[config.mk]
export PLATFORM = sky130hd
export DESIGN_NAME = mem_access_unit
export DESIGN_NICKNAME = d
export VERILOG_FILES = /design/src/rtl/mem_access_unit_pkg.sv /design/src/rtl/mem_access_unit_load_extender.sv /design/src/rtl/mem_access_unit.sv
export SDC_FILE = /design/constraint.sdc
export NUM_CORES = 1
export LEC_CHECK = 0
export ABC_CLOCK_PERIOD_IN_PS = 2800
export BUFFER_PORTS_ARGS = -buffer_cell sky130_fd_sc_hd__clkbuf_2
export CAP_MARGIN = 20
export CORE_MARGIN = 1.5
export CORE_UTILIZATION = 53
export DETAILED_ROUTE_END_ITERATION = 10
export HOLD_SLACK_MARGIN = 0.03
export PLACE_DENSITY = 0.86
export SYNTH_ARGS = -nofsm -noshare
export SYNTH_HDL_FRONTEND = slang
export SYNTH_HIERARCHICAL = 1
export SYNTH_SLANG_ARGS = --single-unit
[constraint.sdc]
create_clock -name clk -period 2.8 [get_ports clk]
set_input_delay 0.14 -clock clk [delete_from_list [all_inputs] [get_ports clk]]
set_output_delay 0.14 -clock clk [all_outputs]
set_load 0.1 [all_outputs]
[src/rtl/mem_access_unit_pkg.sv]
// Shared globals for the M-stage load/store engine: memory op encodings,
// FSM state encodings and small op-classification helpers.
package mem_access_unit_pkg;

    // Memory op encodings carried down the pipeline (4 bits)
    localparam logic [3:0] MEM_NONE = 4'd0;
    localparam logic [3:0] MEM_LW   = 4'd1;
    localparam logic [3:0] MEM_LH   = 4'd2;
    localparam logic [3:0] MEM_LHU  = 4'd3;
    localparam logic [3:0] MEM_LB   = 4'd4;
    localparam logic [3:0] MEM_LBU  = 4'd5;
    localparam logic [3:0] MEM_SW   = 4'd6;
    localparam logic [3:0] MEM_SH   = 4'd7;
    localparam logic [3:0] MEM_SB   = 4'd8;

    // Access FSM states (2 bits)
    typedef enum logic [1:0] {
        MS_IDLE = 2'd0,
        MS_REQ  = 2'd1,
        MS_WAIT = 2'd2,
        MS_DONE = 2'd3
    } mem_state_e;

    function automatic logic is_load_op(input logic [3:0] op);
        return (op == MEM_LW) || (op == MEM_LH) || (op == MEM_LHU) ||
               (op == MEM_LB) || (op == MEM_LBU);
    endfunction

    function automatic logic is_store_op(input logic [3:0] op);
        return (op == MEM_SW) || (op == MEM_SH) || (op == MEM_SB);
    endfunction

    // Word ops need both low bits clear, half ops need bit 0 clear
    function automatic logic is_misaligned(input logic [3:0] op, input logic [1:0] addr_lo);
        logic mis;
        mis = 1'b0;
        case (op)
            MEM_LW, MEM_SW:          mis = (addr_lo != 2'b00);
            MEM_LH, MEM_LHU, MEM_SH: mis = addr_lo[0];
            default:                 mis = 1'b0;
        endcase
        return mis;
    endfunction

    // Force the low address bits to the natural alignment of the op
    function automatic logic [31:0] align_addr(input logic [3:0] op, input logic [31:0] addr);
        logic [31:0] a;
        a = addr;
        case (op)
            MEM_LW, MEM_SW:          a = {addr[31:2], 2'b00};
            MEM_LH, MEM_LHU, MEM_SH: a = {addr[31:1], 1'b0};
            default:                 a = addr;
        endcase
        return a;
    endfunction

endpackage

[src/rtl/mem_access_unit_load_extender.sv]
// load_extender: picks the addressed byte or halfword out of the raw memory
// word and sign- or zero-extends it to 32 bits; word loads pass through.
module load_extender
    import mem_access_unit_pkg::*;
(
    input  logic [3:0]  op,
    input  logic [1:0]  addr_lo,
    input  logic [31:0] raw,
    output logic [31:0] data
);

    logic [7:0]  byte_sel;
    logic [15:0] half_sel;

    // Lane selection followed by extension according to the load type
    always_comb begin
        byte_sel = 8'h00;
        half_sel = addr_lo[1] ? raw[31:16] : raw[15:0];
        case (addr_lo)
            2'd0:    byte_sel = raw[7:0];
            2'd1:    byte_sel = raw[15:8];
            2'd2:    byte_sel = raw[23:16];
            default: byte_sel = raw[31:24];
        endcase
        case (op)
            MEM_LB:  data = {{24{byte_sel[7]}}, byte_sel};
            MEM_LBU: data = {24'h000000, byte_sel};
            MEM_LH:  data = {{16{half_sel[15]}}, half_sel};
            MEM_LHU: data = {16'h0000, half_sel};
            default: data = raw;
        endcase
    end

endmodule

[src/rtl/mem_access_unit.sv]
// mem_access_unit: M-stage load/store engine. Latches one access from the
// pipeline, runs it over a req/gnt/rvalid memory port and returns extended
// load data with a one-cycle done pulse, stalling upstream meanwhile.
// Optional build macro MEM_ALIGN_CHECK_EN: misaligned accesses are not
// issued and raise exc_adel/exc_ades; without it the low address bits are
// forced to natural alignment and the exception outputs stay 0.
module mem_access_unit
    import mem_access_unit_pkg::*;
(
    input  logic        clk,
    input  logic        reset,
    input  logic        req_valid,
    input  logic [3:0]  op,
    input  logic [31:0] addr,
    input  logic [31:0] wdata,
    input  logic        flush,
    output logic        stall,
    output logic        done,
    output logic        rdata_valid,
    output logic [31:0] rdata,
    output logic        exc_adel,
    output logic        exc_ades,
    output logic        m_req,
    output logic        m_wr,
    output logic [31:0] m_addr,
    output logic [3:0]  m_byteen,
    output logic [31:0] m_wdata,
    input  logic        m_gnt,
    input  logic        m_rvalid,
    input  logic [31:0] m_rdata
);

    mem_state_e  state_q, state_d;
    logic [3:0]  op_q, op_d;
    logic [31:0] addr_q, addr_d;
    logic [31:0] wdata_q, wdata_d;
    logic        err_q, err_d;
    logic        squash_q, squash_d;
    logic [31:0] rdata_q, rdata_d;

    logic        accept;
    logic        addr_err;
    logic [31:0] ext_data;
    logic        op_is_load;
    logic        op_is_store;

    load_extender u_load_extender (
        .op      (op_q),
        .addr_lo (addr_q[1:0]),
        .raw     (m_rdata),
        .data    (ext_data)
    );

    // Alignment error for the incoming op, only when checking is built in
    always_comb begin
        addr_err = 1'b0;
`ifdef MEM_ALIGN_CHECK_EN
        addr_err = is_misaligned(op, addr[1:0]);
`endif
    end

    // Next-state logic: accept in IDLE, handshake in REQ/WAIT, pulse in DONE
    always_comb begin
        state_d  = state_q;
        op_d     = op_q;
        addr_d   = addr_q;
        wdata_d  = wdata_q;
        err_d    = err_q;
        squash_d = squash_q;
        rdata_d  = rdata_q;
        accept   = 1'b0;
        case (state_q)
            MS_IDLE: begin
                if (req_valid && !flush && (is_load_op(op) || is_store_op(op))) begin
                    accept   = 1'b1;
                    op_d     = op;
                    addr_d   = align_addr(op, addr);
                    wdata_d  = wdata;
                    err_d    = addr_err;
                    squash_d = 1'b0;
                    state_d  = addr_err ? MS_DONE : MS_REQ;
                end
            end
            MS_REQ: begin
                if (m_gnt) begin
                    // Once granted the access is in flight; a flush only squashes the result
                    squash_d = flush;
                    state_d  = is_store_op(op_q) ? MS_DONE : MS_WAIT;
                end else if (flush) begin
                    state_d = MS_IDLE;
                end
            end
            MS_WAIT: begin
                if (flush) begin
                    squash_d = 1'b1;
                end
                if (m_rvalid) begin
                    if (!(squash_q || flush)) begin
                        rdata_d = ext_data;
                    end
                    state_d = MS_DONE;
                end
            end
            default: begin
                state_d  = MS_IDLE;
                err_d    = 1'b0;
                squash_d = 1'b0;
            end
        endcase
    end

    // State and latched-access registers with synchronous reset
    always_ff @(posedge clk) begin
        if (reset) begin
            state_q  <= MS_IDLE;
            op_q     <= MEM_NONE;
            addr_q   <= '0;
            wdata_q  <= '0;
            err_q    <= 1'b0;
            squash_q <= 1'b0;
            rdata_q  <= '0;
        end else begin
            state_q  <= state_d;
            op_q     <= op_d;
            addr_q   <= addr_d;
            wdata_q  <= wdata_d;
            err_q    <= err_d;
            squash_q <= squash_d;
            rdata_q  <= rdata_d;
        end
    end

    // Memory port drive: held constant from the latched access while in REQ
    always_comb begin
        op_is_load  = is_load_op(op_q);
        op_is_store = is_store_op(op_q);
        m_req    = 1'b0;
        m_wr     = 1'b0;
        m_addr   = '0;
        m_byteen = 4'b0000;
        m_wdata  = '0;
        if (state_q == MS_REQ) begin
            m_req  = 1'b1;
            m_wr   = op_is_store;
            m_addr = {addr_q[31:2], 2'b00};
            case (op_q)
                MEM_SB: begin
                    m_byteen = 4'b0001 << addr_q[1:0];
                    m_wdata  = {4{wdata_q[7:0]}};
                end
                MEM_SH: begin
                    m_byteen = 4'b0011 << {addr_q[1], 1'b0};
                    m_wdata  = {2{wdata_q[15:0]}};
                end
                MEM_SW: begin
                    m_byteen = 4'b1111;
                    m_wdata  = wdata_q;
                end
                default: begin
                    m_byteen = 4'b0000;
                    m_wdata  = '0;
                end
            endcase
        end
    end

    // Pipeline-facing status: stall, completion pulse and exceptions
    always_comb begin
        stall       = accept || (state_q == MS_REQ) || (state_q == MS_WAIT);
        done        = (state_q == MS_DONE) && !squash_q;
        rdata_valid = done && op_is_load && !err_q;
        rdata       = rdata_q;
`ifdef MEM_ALIGN_CHECK_EN
        exc_adel    = done && err_q && op_is_load;
        exc_ades    = done && err_q && op_is_store;
`else
        exc_adel    = 1'b0;
        exc_ades    = 1'b0;
`endif
    end

endmodule

==> results of run 1 <==
==> cells by family after synthesis <==
group	after synthesis	share of synthesized area
other cells	1	0.000698
xor+xnor	1	0.00163
simple gates	339	0.289
fa+ha+maj	4	0.00931
buf+inv	67	0.0594
mux	19	0.0542
compound gates	185	0.202
flops	103	0.384
==> synthesized netlist by cell type, types with 2 or more instances <==
library cell and number:
nand2_1 223, a21oi_1 105, dfxtp_1 103, and2_1 48
clkbuf_1 41, o21ai_0 32, nand3_1 26, nor2b_1 13
mux2i_1 10, a21boi_0 8, a221o_1 8, a22oi_1 8
buf_2 8, mux4_2 8, a32oi_1 7, buf_4 7
nor2_1 6, o21a_1 6, inv_1 5, buf_6 4
ha_1 4, nand2b_1 4, and3b_1 3, nand3b_1 3
o211ai_1 3, nand4_1 2, nor3_1 2, nor3b_1 2
==> cells in the final DEF, fill, tap and decap left out, types with 4 or more instances in the layout <==
cell	instances
nand2_1	223
clkbuf_2	170
a21oi_1	105
dfxtp_1	103
dlygate4sd3_1	63
and2_1	47
buf_12	38
o21ai_0	32
nand3_1	26
buf_4	20
mux2i_1	10
nor2b_2	9
clkbuf_8	9
a22oi_1	8
a21boi_2	8
mux4_2	8
a221o_1	8
a32oi_1	7
nor2_1	6
inv_1	5
o21a_1	5
nor2b_1	4
nand2b_1	4
conb_1	4
==> power breakdown <==
group	total [mW]	switching (mW)	internal [mW]
Sequential	1.60	0.0645	1.54
Clock	0.901	0.564	0.337
Combinational	1.16	0.768	0.392
==> routing by layer <==
metal  global-route usage  share of wire  up-vias
met1                0.439           0.36     2943
met4                0.181          0.051        0
met2                0.664           0.50      429
met3               0.0780          0.090      102
met5                    0              0        -
li1                     -              -     2916
==> worst max-delay path: stages (launching register included) <==
cell     delay [ns]
dfxtp_1        0.37
buf_4          0.29
nor4b_2        0.26
buf_4          0.24
nor2b_1        0.29
o21a_1         0.22
o21a_1         0.18
buf_12         0.18
==> through the flow <==
step	hold WS, ns	cell area, um^2	cells	setup slack (ns)
final	0.0750	7890	1100	0.230
after global routing	0.0750	7890	1100	0.153
after CTS	0.0481	7890	1100	0.358
after detailed placement	0.369	7080	1021	0.0312
after global placement	0.364	7080	1021	0.105
after floorplan	0.276	5450	722	-0.0818
==> final cells by class <==
class,count,area (um^2)
tap,133,166
multi-input combinational,552,3070
clock buffer,9,124
fill,658,1930
clock inverter,7,55.1
timing repair buffer,291,2390
inverter,5,18.8
sequential,103,2060
==> what timing repair did <==
item,in CTS,in global routing
endpoints found under the setup margin,2,0
hold buffers,63,0
hold endpoints to repair,63,0
resized for setup,1,0
==> flip-flops by register name (all words and copies together) (netlist names) <==
name / cells
addr_q: 32
op_q: 4
rdata: 32
squash_q: 1
state_q: 2
wdata_q: 32
==> path summary, 6_finish.rpt <==
path | from | endpoint | slack [ns] | cells after the start
min reg2reg | addr_q[26] | addr_q[26] | 0.45 | 2
min | op[0] | op_q[0] | 0.08 | 3
max reg2reg | op_q[2] | rdata[15] | 0.36 | 5
max | op_q[3] | m_byteen[2] | 0.23 | 7
==> metrics.cfg, run 1 <==
[route]
routed_wl_um=20300
drc_errors=0
post_drt_via_cell_ratio=5.81
drt_iter0_drc=540
vias=6390
wire_per_inst_um=18.5
first_pass_iters=7
ant_nets=0

[timing]
final_hold_viol_count=0
maxSlewHeadroom=0.378
setup_viol=0
fmax_ghz=0.389
worstMarginPinSlew_ns=0.931
drv_slew=0
grt_setup_unrepaired=no
min_period_over_period=0.918
min_period_ns=2.57
fin_skew_ns=0.0174
fin_tns_setup_ns=0

[floorplan]
boundaryPins=213
die-area_um2=10800
rows=36
initial_core_util=0.547
die_height_um=104
core_area_um2=9820
die_x_um=104

[clock_network]
cts_buffers=9
clkSinkCount=103
cts_tree=done
cts-root-buf=clkbuf_8
clk_pin_slew_ns=0.11
htree_levels=3
clk_path_buf_depth=2
clk_latency_ns=0.38
postCtsSetupBuffers=0

[run_status]
status=finished clean

[place]
port_buffers=208
gp_congestion=0.934
dp_hpwl_um=12200

[yosys]
synth_cell_type_count=48
synth-edff-count=0
netlist_top_cells_area=dfxtp_1 38%, nand2_1 16%, a21oi_1 9.8%
syn-cell-area_um2=5370
synthCells=719
synthFlopType=dfxtp_1
ys_ff_latch=103
synth_top_area_share=0.384
synth_warnings=6
async_flop_share=0
syn_avg_cell_area_um2=7.47
yosysTopAreaCell=dfxtp_1
ys_seq_area_frac=0.384

[global_routing]
grtUsageTotal=0.378
grt_overflow=0
antenna_found_initial=0
grt_pass1_wl_um=32900
grt_start_max_net_pins=85
first_global_vias=6372

[critical_path]
cp_max_fo=32
worst_ep_required_time_ns=2.66
cp.arrival_ns=2.43
crit_path_start_kind=register
endpoint_kind=output pin
path_class=reg2out

[flow_run]
max_cap_violations=0

[final_layout]
antenna_cells=0
area_delta_synth_final_pct=46.8
post-route-util=0.804
drive_above_1_share=0.292
finalNetCount=1072

[power_and_ir_drop]
p_total_mw=3.66
vdd_drop_max_uv=368
power_leakage_nw=3.18
powerDensity_nw_per_um2=464

[hold_path]
hold_class=in2reg

(Power assumes the default switching activity.)
==> run 2: changes to the inputs <==
Settings changed: CORE_ASPECT_RATIO set to 0.7, SLEW_MARGIN set to 20.
==> metrics.cfg, run 2 (synthesis gave the netlist of run 1 again) <==
[clock_network]
clkSinkCount=103
postCtsHoldBufs=48
clk_latency_ns=0.34
htree_levels=3
clk_path_buf_depth=2
cts-root-buf=clkbuf_16
cts_tree=done
postCtsSetupBuffers=0
cts_buffers=9
cts.repair.resized=0
clk_pin_slew_ns=0.08

[flow_run]
max_cap_violations=0

[route]
drt_iter0_drc=693
top_layer_used=met4
post_drt_via_cell_ratio=5.77
wl_met1_um=7490
vias=6245
dr_wl_met2_um=8390
routed_wl_um=18500
wire_per_inst_um=17.1
wl_met3_um=2050
first_pass_iters=6
ant_nets=0
drc_errors=0

[floorplan]
rows=30
core_area_um2=9760
die-area_um2=10800
die_height_um=87.2
boundaryPins=213
initial_core_util=0.551
die_x_um=123

[final_layout]
drive_above_1_share=0.294
finalNetCount=1059
layout_commonest_cell=nand2_1
final_cell_mix=223 x nand2_1, 170 x clkbuf_2, 105 x a21oi_1, 103 x dfxtp_1, 50 x dlygate4sd3_1
area_delta_synth_final_pct=46.1
antenna_cells=0
fin_cells=1082

[timing]
fin_skew_ns=0.00950
min_period_over_period=0.858
min_period_ns=2.40
fmax_ghz=0.416
setup_viol=0
drv_slew=0
grt_setup_unrepaired=no
worstMarginPinSlew_ns=0.951
fin_ws_ns=0.398
fin_tns_setup_ns=0
final_hold_viol_count=0
whs_ns=0.0329
maxSlewHeadroom=0.365

[critical_path]
endpoint_kind=output pin
path_class=reg2out
cp_slowest_cell=dfxtp_1
critical_path_buf_inv_count=2
cp_max_fo=13
crit_family=simple AND/OR/NAND/NOR gates
cp.arrival_ns=2.26
path_cells=nand3b_1 -> nor2_1 -> buf_4 -> a22oi_1 -> nor2b_2 -> buf_12
worst_ep_required_time_ns=2.66
crit_path_start_kind=register
cpPeakStageDelay_ns=0.57

[global_routing]
grt_start_max_net_pins=71
grt_overflow=0
antenna_found_initial=0
grt_pass1_wl_um=28200
grtUsageTotal=0.339
first_global_vias=5592

[power_and_ir_drop]
power_leakage_nw=3.16
vdd_drop_max_uv=375
powerDensity_nw_per_um2=499

[place]
pre_cts_ws_ns=0.852
dp_hpwl_um=12200
placed_cells_incl_taps=1016
port_buffers=208
gp_congestion=0.905

[hold_path]
hold_class=in2reg

[run_status]
status=finished clean

[run 2: cell types whose count changed in the layout (fill, tap and decap cells not counted), sizes merged]
cell,change
clkbuf,+1
clkinv,-1
dlygate4sd3,-13
inv,-1
clkinvlp,+1
[run 2: cell type report]
class	count	area [um^2]
Timing Repair Buffer	278	2260
Clock inverter	6	50.0
Inverter	5	18.8
Multi-Input combinational cell	552	3070
Fill cell	651	1910
Sequential cell	103	2060
Tap cell	128	160
Clock buffer	10	229
[run 2: power by group]
group,internal (mW),switching [mW]
Combinational,0.378,0.750
Sequential,1.54,0.0635
Clock,0.615,0.571
Total,2.53,1.38
[run 2: per-stage QoR]
step	area (um^2)	power [mW]	utilization
2_1_floorplan	5450	2.40	-
3_3_place_gp	7070	2.66	0.724
3_5_place_dp	7070	2.68	0.724
4_1_cts	7830	3.91	0.802
5_1_grt	7850	4.09	0.804
6_report	7850	3.92	0.804
[run 2: worst min-delay path, cell delays in order]
cell and delay (ns):
clkbuf_2 0.08, nand2_1 0.05, a21oi_1 0.05
[run 2: path summary, 6_finish.rpt]
kind,cells after the start,slack [ns],to,startpoint
max,6,0.40,m_wdata[21],op_q[2]
min reg2reg,2,0.45,addr_q[27],addr_q[27]
min,3,0.03,addr_q[12],addr[12]
max reg2reg,6,0.67,rdata[1],addr_q[1]
[run 2: layer usage]
metal / GRT usage / up-vias
met5: 0 / -
met4: 0.118 / 0
met3: 0.0877 / 62
met2: 0.526 / 421
met1: 0.461 / 2866
li1: - / 2896
==> run 3: changes to the inputs <==
==> constraint.sdc (replaced) <==
create_clock -name clk -period 2.8 [get_ports clk]
set_input_delay 0.28 -clock clk [delete_from_list [all_inputs] [get_ports clk]]
set_output_delay 0.28 -clock clk [all_outputs]
set_load 0.1 [all_outputs]
==> metrics.cfg, run 3 (synthesis gave the netlist of run 1 again) <==
[final_layout]
layout_commonest_cell=nand2_1
finalNetCount=1012
area_delta_synth_final_pct=37.7
final_cell_mix=223 x nand2_1, 169 x clkbuf_2, 105 x a21oi_1, 103 x dfxtp_1, 40 x and2_1
antenna_cells=0
drive_above_1_share=0.321
post-route-util=0.758

[clock_network]
cts.repair.resized=0
clk_pin_slew_ns=0.08
postCtsSetupBuffers=0
postCtsHoldBufs=0
clk_latency_ns=0.35
clk_path_buf_depth=2
clkSinkCount=103
cts_tree=done
htree_levels=3
cts-root-buf=clkbuf_16
cts_buffers=9

[timing]
worstMarginPinSlew_ns=0.847
grt_setup_unrepaired=no
fmax_ghz=0.390
final_hold_viol_count=0
drv_slew=0
fin_tns_setup_ns=0
maxSlewHeadroom=0.435
setup_viol=0
fin_skew_ns=0.00666
min_period_over_period=0.917
min_period_ns=2.57

[floorplan]
initial_core_util=0.551
die-area_um2=10800
die_height_um=87.2
core_area_um2=9760
die_x_um=123
rows=30
boundaryPins=213

[global_routing]
grt_start_max_net_pins=77
grt_overflow=0
grt_pass1_wl_um=25400
first_global_vias=5161
grtUsageTotal=0.305
antenna_found_initial=0

[critical_path]
r2r_start=state_q[0]
timing.rr.end=addr_q[1]
cp.arrival_ns=2.29
path_cells=inv_1 -> ha_2 -> buf_4 -> a21boi_2 -> buf_12
path_class=reg2out
cpPeakStageDelay_ns=0.74
cp_slowest_cell=ha_2
r2r_cells=6
crit_path_start_kind=register
cp_max_fo=53
endpoint_kind=output pin
worst_ep_required_time_ns=2.52
reg2reg_slack_ns=0.64

[power_and_ir_drop]
powerDensity_nw_per_um2=526
power_leakage_nw=2.98
vdd_drop_max_uv=378

[hold_path]
worstHoldStart=addr[3]
min_path_cells=3
whs_endpoint=addr_q[3]
hold_class=in2reg

[place]
port_buffers=208
gp_congestion=0.856
dp_hpwl_um=12100

[route]
routed_wl_um=16500
wire_per_inst_um=15.9
drc_errors=0
first_pass_iters=7
drt_iter0_drc=667
ant_nets=0
vias=5795
post_drt_via_cell_ratio=5.60

[run_status]
status=finished clean

[flow_run]
max_cap_violations=0

[run 3: cell types whose count changed in the layout (fill, tap and decap cells not counted), sizes merged]
cell	before	now
clkbuf	180	179
clkinv	1	2
clkinvlp	2	1
dlygate4sd3	50	0
buf	58	62
[run 3: worst max-delay path, delay by kind of cell, from the launching register on]
family,cells,cell delay [ns]
buffers and inverters,3,0.60
adder cells (fa/ha/maj),1,0.74
AO/OA/AOI/OAI,1,0.23
flip-flops,1,0.36
[run 3: where the power goes]
| part | switching (mW) | total, mW | internal, mW |
|---|---|---|---|
| Clock | 0.580 | 1.22 | 0.644 |
| Sequential | 0.0610 | 1.60 | 1.54 |
| Combinational | 0.724 | 1.07 | 0.345 |
| Total | 1.36 | 3.89 | 2.53 |
[run 3: layer usage]
layer  up-vias  track usage  routed length, um
met3        29       0.0884               1790
li1       2799            -                  -
met4         0       0.0867                310
met1      2649        0.419               7080
met2       318        0.471               7300
met5         -            0                  0
[run 3: layout make-up]
| type | count | area, um^2 |
|---|---|---|
| clock buffers | 10 | 239 |
| clock inverters | 6 | 52.6 |
| fillers | 742 | 2360 |
| inverters | 5 | 18.8 |
| multi-input cells | 552 | 3080 |
| flip-flops and latches | 103 | 2060 |
| well taps | 128 | 160 |
| repair buffers | 231 | 1790 |
[run 3: worst max-delay path by stage]
stage	cells after the start	slack [ns]	to	start
2_1_floorplan	4	0.13	rdata_valid	state_q[0]
3_3_place_gp	5	0.59	stall	op[0]
3_5_place_dp	6	0.51	addr_q[1]	op[0]
4_1_cts	5	0.23	m_wdata[4]	state_q[1]
5_1_grt	5	0.09	m_wdata[4]	state_q[1]
6_report	5	0.23	m_wdata[12]	state_q[1]
[run 3: through the flow]
step | power, mW | instance area, um^2 | cells | worst slack [ns] | hold WS (ns)
after global placement | 2.67 | 7110 | 1019 | 0.585 | 0.438
after global routing | 4.06 | 7400 | 1035 | 0.0866 | 0.136
final | 3.89 | 7400 | 1035 | 0.233 | 0.146
after floorplan | 2.41 | 5460 | 722 | 0.130 | 0.416
after CTS | 3.90 | 7400 | 1035 | 0.234 | 0.135
after detailed placement | 2.68 | 7110 | 1019 | 0.513 | 0.443
